[src/rtl/penguenler.sv]
// Penguin foraging race tracker; statistics register one edge after the last penguin fills (no backpressure).
// Optional PENGUEN_TIMEOUT_EN forces a still-hungry penguin done with time 127.
module penguenler (
  input  logic        saat,
  input  logic        reset,
  input  logic [14:0] avlanan_balik,
  output logic        bitti,
  output logic [6:0]  en_kisa,
  output logic [6:0]  en_uzun,
  output logic [6:0]  ortalama,
  output logic [2:0]  hizli_penguen,
  output logic [2:0]  yavas_penguen
);

  localparam int NP = 5;

  logic [4:0]    store_q [NP];
  logic [4:0]    store_d [NP];
  logic [6:0]    time_q  [NP];
  logic [6:0]    time_d  [NP];
  logic [NP-1:0] done_q, done_d;

  logic [2:0]    fish     [NP];
  logic [2:0]    gain     [NP];
  logic [5:0]    new_sum  [NP];

  logic          bitti_q, bitti_d;
  logic [6:0]    en_kisa_q, en_kisa_d;
  logic [6:0]    en_uzun_q, en_uzun_d;
  logic [6:0]    ortalama_q, ortalama_d;
  logic [2:0]    hizli_q, hizli_d;
  logic [2:0]    yavas_q, yavas_d;

  logic [6:0]    mn, mx;
  logic [2:0]    mn_i, mx_i;
  logic [9:0]    total;
  logic [9:0]    mean;

  always_comb begin
    for (int k = 0; k < NP; k++) begin
      store_d[k] = store_q[k];
      time_d[k]  = time_q[k];
      done_d[k]  = done_q[k];
      fish[k]    = avlanan_balik[3*k +: 3];
      // One fish eaten per cycle; an empty catch costs nothing.
      gain[k]    = (fish[k] == 3'd0) ? 3'd0 : fish[k] - 3'd1;
      new_sum[k] = {1'b0, store_q[k]} + {3'b000, gain[k]};
      if (!done_q[k]) begin
        time_d[k]  = (time_q[k] == 7'd127) ? time_q[k] : time_q[k] + 7'd1;
        store_d[k] = new_sum[k][4:0];
        if (new_sum[k] >= 6'd24) done_d[k] = 1'b1;
`ifdef PENGUEN_TIMEOUT_EN
        if (time_d[k] == 7'd127) done_d[k] = 1'b1;
`else
`endif
      end
    end
  end

  // Ties resolve to the highest index, hence <= and >= while scanning upward.
  always_comb begin
    mn    = time_q[0];
    mx    = time_q[0];
    mn_i  = 3'd1;
    mx_i  = 3'd1;
    total = {3'b000, time_q[0]};
    for (int k = 1; k < NP; k++) begin
      if (time_q[k] <= mn) begin
        mn   = time_q[k];
        mn_i = 3'(k + 1);
      end
      if (time_q[k] >= mx) begin
        mx   = time_q[k];
        mx_i = 3'(k + 1);
      end
      total = total + {3'b000, time_q[k]};
    end
    mean = total / 10'd5;
  end

  always_comb begin
    bitti_d    = bitti_q;
    en_kisa_d  = en_kisa_q;
    en_uzun_d  = en_uzun_q;
    ortalama_d = ortalama_q;
    hizli_d    = hizli_q;
    yavas_d    = yavas_q;
    if ((&done_q) && !bitti_q) begin
      bitti_d    = 1'b1;
      en_kisa_d  = mn;
      en_uzun_d  = mx;
      ortalama_d = mean[6:0];
      hizli_d    = mn_i;
      yavas_d    = mx_i;
    end
  end

  always_ff @(posedge saat or negedge reset) begin
    if (!reset) begin
      for (int k = 0; k < NP; k++) begin
        store_q[k] <= 5'd0;
        time_q[k]  <= 7'd0;
      end
      done_q     <= '0;
      bitti_q    <= 1'b0;
      en_kisa_q  <= 7'd0;
      en_uzun_q  <= 7'd0;
      ortalama_q <= 7'd0;
      hizli_q    <= 3'd0;
      yavas_q    <= 3'd0;
    end else begin
      for (int k = 0; k < NP; k++) begin
        store_q[k] <= store_d[k];
        time_q[k]  <= time_d[k];
      end
      done_q     <= done_d;
      bitti_q    <= bitti_d;
      en_kisa_q  <= en_kisa_d;
      en_uzun_q  <= en_uzun_d;
      ortalama_q <= ortalama_d;
      hizli_q    <= hizli_d;
      yavas_q    <= yavas_d;
    end
  end

  assign bitti         = bitti_q;
  assign en_kisa       = en_kisa_q;
  assign en_uzun       = en_uzun_q;
  assign ortalama      = ortalama_q;
  assign hizli_penguen = hizli_q;
  assign yavas_penguen = yavas_q;

endmodule

[config.mk]
export PLATFORM = sky130hd
export DESIGN_NAME = penguenler
export DESIGN_NICKNAME = d
export VERILOG_FILES = /design/src/rtl/penguenler.sv
export SDC_FILE = /design/constraint.sdc
export NUM_CORES = 1
export LEC_CHECK = 0
export ABC_AREA = 1
export CAP_MARGIN = 10
export CORE_MARGIN = 2
export CORE_UTILIZATION = 55
export CTS_CLUSTER_DIAMETER = 120
export DETAILED_ROUTE_END_ITERATION = 8
export PLACE_DENSITY_LB_ADDON = 0.1
export SLEW_MARGIN = 20
export SYNTH_ARGS = -nofsm -noshare
export SYNTH_HDL_FRONTEND = slang
export SYNTH_SLANG_ARGS = --single-unit
[constraint.sdc]
create_clock -name saat -period 6.27 [get_ports saat]
set_input_delay 1.254 -clock saat [delete_from_list [all_inputs] [get_ports saat]]
set_output_delay 1.254 -clock saat [all_outputs]
set_load 0.1 [all_outputs]
==> impl_metrics.ini <==
[synthesis]
synth_cell_types = 38
async_reset_ff_share_pct = 100
synth.area.top_cells = dfrtp_1 (30%), ha_1 (13%), nand2_1 (12%)
synthTopCellsByCount = nand2_1 (255), inv_1 (165), dfrtp_1 (93)
yosysTopAreaCell = dfrtp_1
synth_top_flop_cell = dfrtp_1
synth_edf_count = 0
yosysMostFrequentCell = nand2_1
syn_inst = 1003
ys_ff_latch = 93
ys_warn_count = 0
syn-cell-area_sq_um = 7670
synth_area_per_cell_sq_um = 7.65
synth_top_area_share_pct = 30.3
synth.net_count = 1126
yosysSeqAreaShare_pct = 30.3

[clocking]
cts_tree = done
holdBufCountCts = 0
clockBufferDepth = 2
clk_pin_slew_ns = 0.07
cts_max_level = 3
cts_root_buf = clkbuf_16
insertion_delay_ns = 0.36
cts_made_buffers = 9
clock-sinks = 93

[sta]
slew_headroom_pct = 34.4
finClkSkew_ns = 0.0102
setup_ws_ns = 0.400
tightestPinTransition_ns = 0.982
finalCritPeriodShare_pct = 93.6
rsz0062_at_grt = yes
setup-violations-final = 0
fmax_mhz = 170
hold_viol = 0
period_minus_slack_ns = 5.87
slew_viol_final = 0

[finish]
diodes = 0
regArea_sq_um = 2340
n_fill_cell = 1228
drive_gt1_share_pct = 14.3
syn2layout_area_growth_pct = 18.3
fin_nets = 1220
multi_input_area_sq_um = 4690

[placement]
gp_congestion = 0.869
dp_slack_ns = 0.215
port_buffers = 44
post-dp-hpwl_mm = 13.5

[die]
core_sq_um = 13800
rows = 43
die-area_sq_um = 14900
initial_core_util_pct = 55.7
die_height_um = 122
die_x_um = 122
pin_count = 45

[global_routing]
grt-ovfl-total = 0
track_usage_pct = 24.8
grt_pass1_wl_mm = 29.1
antenna_found_initial = 0
grt_max_degree = 54
grt_pass1_vias = 6177

[route]
viasPerCell = 5.23
antenna_left = 0
drtIter0Drc = 467
drt-met1-wl_mm = 8.52
vias = 6702
wl_per_cell_um = 13.6
routed_wl_mm = 17.4
drtPass1Iterations = 7
wl_met3_um = 666
dr_wl_met2_mm = 7.95
drc = 0
highest_layer = met4

[worst_setup_path]
crit_slowest_cell = fa_1
crit_top_cell = nand2_2
required_ns = 6.53
cp-end-kind = register
cp.arrival_ns = 6.13
path_class = register to register
critPathMaxFanout = 6
startpoint_type = register
cpPeakStageDelay_ns = 0.54

[flow_run]
drv_cap = 0

[min_path]
hp-class = register to register

[status]
status = complete, no violations
## area by class of cell
type	instances	share of cell area, %
multi-input cells	723	51.7
flip-flops and latches	93	25.8
repair buffers	101	9.54
inverters	169	6.99
clock buffers	9	2.48
well taps	180	2.48
clock inverters	7	0.965
## worst max-delay path, delay by kind of cell (launching register included)
family	cells	cell delay (ns)
fa+ha+maj	5	2.06
flops	1	0.40
buf+inv	9	0.56
compound gates	1	0.20
simple gates	30	2.54
## metrics by stage
stage | hold WS, ns | cell area [sq um] | cells | setup TNS (ns) | util, %
after floorplan | 0.455 | 7670 | 1003 | 0 | -
after global placement | 0.461 | 8580 | 1250 | 0 | 62.3
after detailed placement | 0.466 | 8580 | 1250 | 0 | 62.3
after CTS | 0.484 | 8900 | 1266 | 0 | 64.6
after global routing | 0.497 | 9080 | 1282 | -0.0610 | 65.9
final | 0.477 | 9080 | 1282 | 0 | 65.9
## what timing repair did
action / CTS / global route
setup endpoints to repair: 0 / 22
buffers inserted: 0 / 16
hold endpoints to repair: 0 / 0
gates resized for setup: 0 / 33
## state kept, by name (all words and copies together) (netlist names)
register,count
time_q,35
store_q,25
en_kisa,7
en_uzun,7
ortalama,7
done_q,5
hizli_penguen,3
yavas_penguen,3
bitti,1
## cell usage in the layout (no fill, tap or decap), types with 3 or more instances in the layout
| master | count |
|---|---|
| a211oi_1 | 3 |
| a21oi_1 | 49 |
| a21oi_2 | 3 |
| a2bb2oi_1 | 3 |
| buf_4 | 58 |
| clkbuf_16 | 9 |
| clkdlybuf4s50_1 | 43 |
| dfrtp_1 | 79 |
| dfrtp_2 | 14 |
| fa_1 | 24 |
| ha_1 | 80 |
| inv_1 | 163 |
| inv_2 | 5 |
| nand2_1 | 253 |
| nand2_2 | 24 |
| nand2_4 | 6 |
| nand3_1 | 35 |
| nand3_2 | 13 |
| nand4_1 | 9 |
| nor2_1 | 48 |
| nor3_1 | 6 |
| nor4_1 | 5 |
| o211ai_1 | 13 |
| o21a_1 | 6 |
| o21ai_0 | 71 |
| o21ai_1 | 9 |
| o22ai_1 | 5 |
| or2_2 | 7 |
| xor2_1 | 33 |
## final timing paths
kind	startpoint	end	slack, ns	cells after the start
setup / recovery	time_q[13]$_DFFE_PN0P_	ortalama[0]$_DFFE_PN0P_	0.40	45
hold / removal	ortalama[5]$_DFFE_PN0P_	ortalama[5]$_DFFE_PN0P_	0.48	2
setup reg to reg	time_q[13]$_DFFE_PN0P_	ortalama[0]$_DFFE_PN0P_	0.40	45
hold reg to reg	ortalama[5]$_DFFE_PN0P_	ortalama[5]$_DFFE_PN0P_	0.48	2
max in group asynchronous	reset	time_q[15]$_DFFE_PN0P_	4.28	2
min in group asynchronous	reset	en_uzun[3]$_DFFE_PN0P_	0.87	1
## routing by layer
| layer | vias to the layer above | GRT usage, % |
|---|---|---|
| li1 | 3421 | - |
| met1 | 3107 | 34.9 |
| met2 | 152 | 39.9 |
| met3 | 22 | 3.14 |
| met4 | 0 | 7.90 |
| met5 | - | 0 |
## cells by family after synthesis
family | synth area share (%)
DFF | 30.3
buffers and inverters | 9.15
and+or+nand+nor | 24.0
AOI/OAI and AO/OA | 13.0
adders and majority gates | 19.7
xor gates and xnor gates | 3.77
Power is left out: the tool's default activity adds up to more than one toggle a clock period on the data nets, which glitch-free logic cannot reach.
==> RTL change 1, RTL diff (same settings) <==
Change the localparam `NP` from 5 to 4.
--- a/src/rtl/penguenler.sv
+++ b/src/rtl/penguenler.sv
@@ -13,5 +13,5 @@
 );
 
-  localparam int NP = 5;
+  localparam int NP = 4;
 
   logic [4:0]    store_q [NP];
Check against the original RTL: not equivalent (a bounded check fails within 10 cycles, from zero or initial values and one cycle with reset low).
==> RTL change 1 against the unedited design <==
Sequential share of layout area shrank 1.2 points. Worst setup slack lost 0.12 ns. Final cell count shrank 9.9%. Critical path depth shrank 3. Global-route usage grew 1.8 points. Non-clock buffer count shrank 24. Synthesized cell count shrank 9.6%. Synthesized area shrank 11%. Routed wire length shrank 3.3%. Sequential cell count shrank 13. Design area shrank 10%.
Power is not shown: default switching activity piles up to over one toggle a cycle in this logic, so the estimate is an artifact.
==> RTL change 1: results (changes against the unedited design) <==
set qor(design.final.nets) 1080 ;# -11%
set qor(clock_tree.buffer_depth) 2 ;# unchanged
set qor(cts-buffers-inserted) 9 ;# unchanged
set qor(grt_max_degree) 81 ;# +50%
set qor(cp_slowest_cell) {fa_1}
set qor(ys_warn_count) 0 ;# unchanged
set qor(synth-adder-area-share) 0.167 ;# -0.0304
set qor(global_route.usage.met1) 0.330 ;# -0.0189
set qor(dp.final_hpwl_um) 12800 ;# -5.5%
set qor(htreeDepth) 3 ;# unchanged
set qor(synth-compound-area-share) 0.119 ;# -0.0115
set qor(crit_path_max_incr_delay_ns) 0.51 ;# -0.03 ns
set qor(critical_path_peak_fanout) 8 ;# +2
set qor(synth_ff_type) {dfrtp_1}
set qor(synth_top_cells_by_area) {dfrtp_1, nand2_1, ha_1, inv_1, fa_1}
set qor(final_replace_weighted_congestion) 0.913 ;# +5.1%
set qor(postRouteWirelength_um) 16900 ;# -3.3%
set qor(finalSetupViolCount) 0 ;# unchanged
set qor(synth.area.mux_share) 0 ;# unchanged
set qor(antenna_cells) 0 ;# unchanged
set qor(clock_skew_after_layout_ns) 0.00909 ;# -0.00113 ns
set qor(detailroute.via_count) 6215 ;# -7.3%
set qor(groute.layer.met2.usage) 0.461 ;# +0.0620
set qor(cts.reportedPaths.clkPinSlew_ns) 0.06
set qor(drt_first_iter_violations) 397 ;# -15%
set qor(via_count_of_the_first_global_routing_pass) 6149 ;# -0.45%
set qor(count_of_different_cell_masters_after_synthesis) 43 ;# +13%
set qor(number_of_antenna_violations_at_the_first_check_in_global_routing) 0 ;# unchanged
set qor(buffer_ports.inserted) 41 ;# -6.8%
set qor(status) {completed}
set qor(pre_cts_ws_ns) 0.00504 ;# -0.210 ns
set qor(drt_pass1_iterations) 6 ;# -1
set qor(timing.reg2reg.worst_path_depth) 42 ;# -6.7%
set qor(seq_total_area_yosys) 0.294 ;# -0.00911
set qor(drive_above_1_share) 0.169 ;# +0.0258
set qor(grt_first_pass_wirelength_um) 27800 ;# -4.5%
set qor(actual_slew_at_the_worst_max_slew_pin_ns) 0.976 ;# -0.00529 ns
set qor(fp.coreArea_mm2) 0.0121 ;# -12%
set qor(hold_path.class) {reg -> reg}
set qor(clock_insertion_delay_worst_skew_ns) 0.36 ;# about the same
set qor(synth_edf_count) 0 ;# unchanged
set qor(post_synth_most_frequent_cells) {nand2_1, inv_1, dfrtp_1}
set qor(synth-xor-area-share) 0.0373 ;# -0.000342
set qor(grt_use_total) 0.265 ;# +0.0176
set qor(met3_usage) 0.0459 ;# +0.0145
set qor(synthesis.nets) 1004 ;# -11%
set qor(crit_arrival_ns) 6.23 ;# +0.10 ns
set qor(reg_top3) {time_q x28, store_q x20}
set qor(asyncSetResetFlopFracSynth) 1.00 ;# unchanged
set qor(min_path_cells) 2 ;# unchanged
set qor(place_area_mm2) 0.00750 ;# -13%
set qor(cts.root.buffer_cell) {clkbuf_16}
==> RTL change 1: worst max-delay path, delay by kind of cell, from the launching register on <==
kind / cells / cell delay, ns
AOI/OAI and AO/OA: 1 / 0.07
adders and majority gates: 5 / 1.81
and+or+nand+nor: 31 / 3.31
buffers and inverters: 5 / 0.30
DFF: 1 / 0.39
==> RTL change 1: layout make-up <==
type,instances,area [um^2]
tap,168,210
timing repair buffer,77,686
fill,1023,3910
inverter,151,567
sequential,80,2010
clock inverter,4,45.0
clock buffer,11,243
multi-input combinational,664,4400
==> RTL change 1: stage by stage <==
step	hold WS, ns	utilization	instances
after floorplan	0.455	-	907
after global placement	0.462	0.622	1121
after detailed placement	0.466	0.622	1121
after CTS	0.482	0.646	1136
after global routing	0.505	0.676	1155
final	0.478	0.676	1155
==> RTL change 1: cell families (layout without fill, tap and decap cells) <==
family	after synthesis	count (layout)
compound gates	141	141
flops	80	80
fa+ha+maj	80	80
simple gates	414	414
xor+xnor	29	29
buf+inv	163	243
==> RTL change 1: routing by layer <==
layer  up-vias  share of wire
li1       3108              -
met1      2933           0.43
met2       143           0.50
met3        31          0.042
met4         0          0.023
met5         -              0
==> RTL change 1: what timing repair did <==
action                     in CTS  in global routing
setup buffers                   0                 19
gates resized for setup         1                 66
pin swaps                       0                 35
setup endpoints to repair       1                  2
hold buffers                    0                  0
==> RTL change 1: final timing paths <==
kind	start	endpoint	slack, ns
worst max-delay path	time_q[15]	ortalama[0]	0.28
worst min-delay path	yavas_penguen[2]	yavas_penguen[2]	0.48
worst max register to register	time_q[15]	ortalama[0]	0.28
worst min register to register	yavas_penguen[2]	yavas_penguen[2]	0.48
max in group asynchronous	reset	time_q[12]	4.80
min in group asynchronous	reset	en_kisa[4]	0.94
==> RTL change 2, RTL diff (same settings) <==
Without the edit above. Register the output `yavas_penguen` once more, with the module's reset; this adds one clock of latency there. The other outputs are not delayed to match.
--- a/src/rtl/penguenler.sv
+++ b/src/rtl/penguenler.sv
@@ -129,5 +129,11 @@
   assign ortalama      = ortalama_q;
   assign hizli_penguen = hizli_q;
-  assign yavas_penguen = yavas_q;
+  always_ff @(posedge saat or negedge reset) begin
+    if (!reset) begin
+      yavas_penguen <= '0;
+    end else begin
+      yavas_penguen <= yavas_q;
+    end
+  end
 
 endmodule
Function: changed (a bounded check fails within 10 cycles, from zero or initial values and one cycle with reset low).
==> RTL change 2 against the unedited design <==
Routed wire length up 5.0%. Synthesized area shrank 0.36%. Sequential cell count rose by 3. Die area shrank 0.35%. Worst setup slack got worse by 0.16 ns. Count of clock-buffer cells in the layout is 2 higher. Maximum frequency shrank 2.7%. Synthesized cell count about the same. Worst hold slack got worse by 0.097 ns. Design area rose by 3.2%.
Power is not shown: default switching activity piles up to over one toggle a cycle in this logic, so the estimate is an artifact.
==> RTL change 2: results (changes against the unedited design) <==
set qor(hold_path.class) {reg -> reg}
set qor(place_area_mm2) 0.00866 ;# +0.90%
set qor(min_path_cells) 0 ;# -2
set qor(number_of_antenna_violations_at_the_first_check_in_global_routing) 0 ;# unchanged
set qor(synth_top_cells_by_area) {dfrtp_1, ha_1, nand2_1, inv_1, fa_1}
set qor(clock_skew_after_layout_ns) 0.00783 ;# -0.00240 ns
set qor(final_replace_weighted_congestion) 0.901 ;# +3.7%
set qor(timing.max_slew.rel_slack) 0.351 ;# +0.00753
set qor(drive_above_1_share) 0.163 ;# +0.0201
set qor(drt_pass1_iterations) 6 ;# -1
set qor(buffer_ports.inserted) 44 ;# unchanged
set qor(crit_family) {simple AND/OR/NAND/NOR gates}
set qor(clock_insertion_delay_worst_skew_ns) 0.36 ;# about the same
set qor(antenna_cells) 0 ;# unchanged
set qor(status) {completed}
set qor(postRouteWirelength_um) 18300 ;# +5.0%
set qor(timing.reg2reg.worst_path_depth) 43 ;# -4.4%
set qor(regToRegEndpoint) {ortalama[0]}
set qor(r2r_slack_ns) 0.24 ;# -0.16 ns
set qor(asyncSetResetFlopFracSynth) 1.00 ;# unchanged
set qor(critical_path_peak_fanout) 5 ;# -1
set qor(cts.root.buffer_cell) {clkbuf_16}
set qor(count_of_different_cell_masters_after_synthesis) 35 ;# -7.9%
set qor(layout.filler_cells) 1184 ;# -3.6%
set qor(placed_cells_incl_taps) 1265 ;# +1.2%
set qor(post_synthesis_cell_count) 1004 ;# +0.10%
set qor(synthesis.nets) 1127 ;# +0.089%
set qor(min-delay-start) {yavas_q[1]}
set qor(avgViaCountPerCell) 5.25 ;# +0.45%
set qor(grt_use_total) 0.246 ;# -0.00233
set qor(via_count_of_the_first_global_routing_pass) 6172 ;# -0.081%
set qor(drt_first_iter_violations) 384 ;# -18%
set qor(crit-reg2reg-launch) {time_q[15]}
set qor(htreeDepth) 3 ;# unchanged
set qor(grt_first_pass_wirelength_um) 28700 ;# -1.1%
set qor(synth_ff_type) {dfrtp_1}
set qor(grt_max_degree) 50 ;# -7.4%
set qor(fin_hold_ws_ns) 0.380 ;# -0.0967 ns
set qor(dp.final_hpwl_um) 13600 ;# +0.46%
set qor(crit_arrival_ns) 6.29 ;# +0.16 ns
set qor(detailroute.via_count) 6890 ;# +2.8%
set qor(top_cell_type_s_share_of_synthesized_area) 0.314 ;# +0.0109
set qor(cts.reportedPaths.clkPinSlew_ns) 0.07 ;# about the same
set qor(ys_warn_count) 0 ;# unchanged
set qor(clock_tree.buffer_depth) 2 ;# unchanged
set qor(crit_path_max_incr_delay_ns) 0.55
set qor(reg_top3) {time_q x35, store_q x25}
set qor(hold_end) {yavas_penguen[1]}
set qor(post_synth_most_frequent_cells) {nand2_1, inv_1, dfrtp_1}
set qor(seq_total_area_yosys) 0.314 ;# +0.0109
==> RTL change 2: cell count changes in the layout (fill, tap and decap cells not counted), sizes merged, moves of 2 or more <==
cell      delta
nand2        -3
clkbuf       +2
nor2         +3
inv          -8
nand3        -3
buf         +28
dfrtp        +3
clkinvlp     +2
clkinv       +2
nand4        +2
==> RTL change 2: stage by stage <==
step                       util  worst slack [ns]
final                     0.683             0.236
after global routing      0.683            -0.146
after CTS                 0.652             0.102
after detailed placement  0.631             0.131
after global placement    0.631             0.221
after floorplan               -             0.191
==> RTL change 2: area by class of cell <==
cell class	count	area share
clock buffer	11	0.0248
tap	180	0.0240
timing repair buffer	129	0.115
multi-input combinational	724	0.504
timing repair inverter	1	0.000802
sequential	96	0.258
clock inverter	5	0.00615
inverter	166	0.0669
==> RTL change 2: logic make-up after synthesis <==
logic type	share of synthesized area
compound gates	0.127
xor+xnor	0.0389
fa+ha+maj	0.198
buf+inv	0.0903
simple gates	0.231
flops	0.314
==> RTL change 2: how the worst max path moves through the flow <==
stage,start,endpoint,cells after the start
floorplan,time_q[32],en_uzun[2],40
global placement,time_q[29],en_uzun[2],36
detailed placement,time_q[2],ortalama[0],44
CTS,time_q[2],ortalama[0],44
global route,time_q[15],ortalama[0],43
finish,time_q[15],ortalama[0],43
==> RTL change 2: repair_timing <==
action	CTS	global route
buffers inserted	0	29
gates resized for setup	0	74
setup endpoints to repair	0	22
hold buffers	0	0
==> RTL change 2: layer usage <==
metal  share of wire  track usage  vias up  wire (um)
met3           0.044       0.0449       40        804
met2            0.47        0.385      187       8680
met5               0            0        -          0
li1                -            -     3487          -
met4           0.030       0.0869        0        546
met1            0.45        0.342     3176       8270
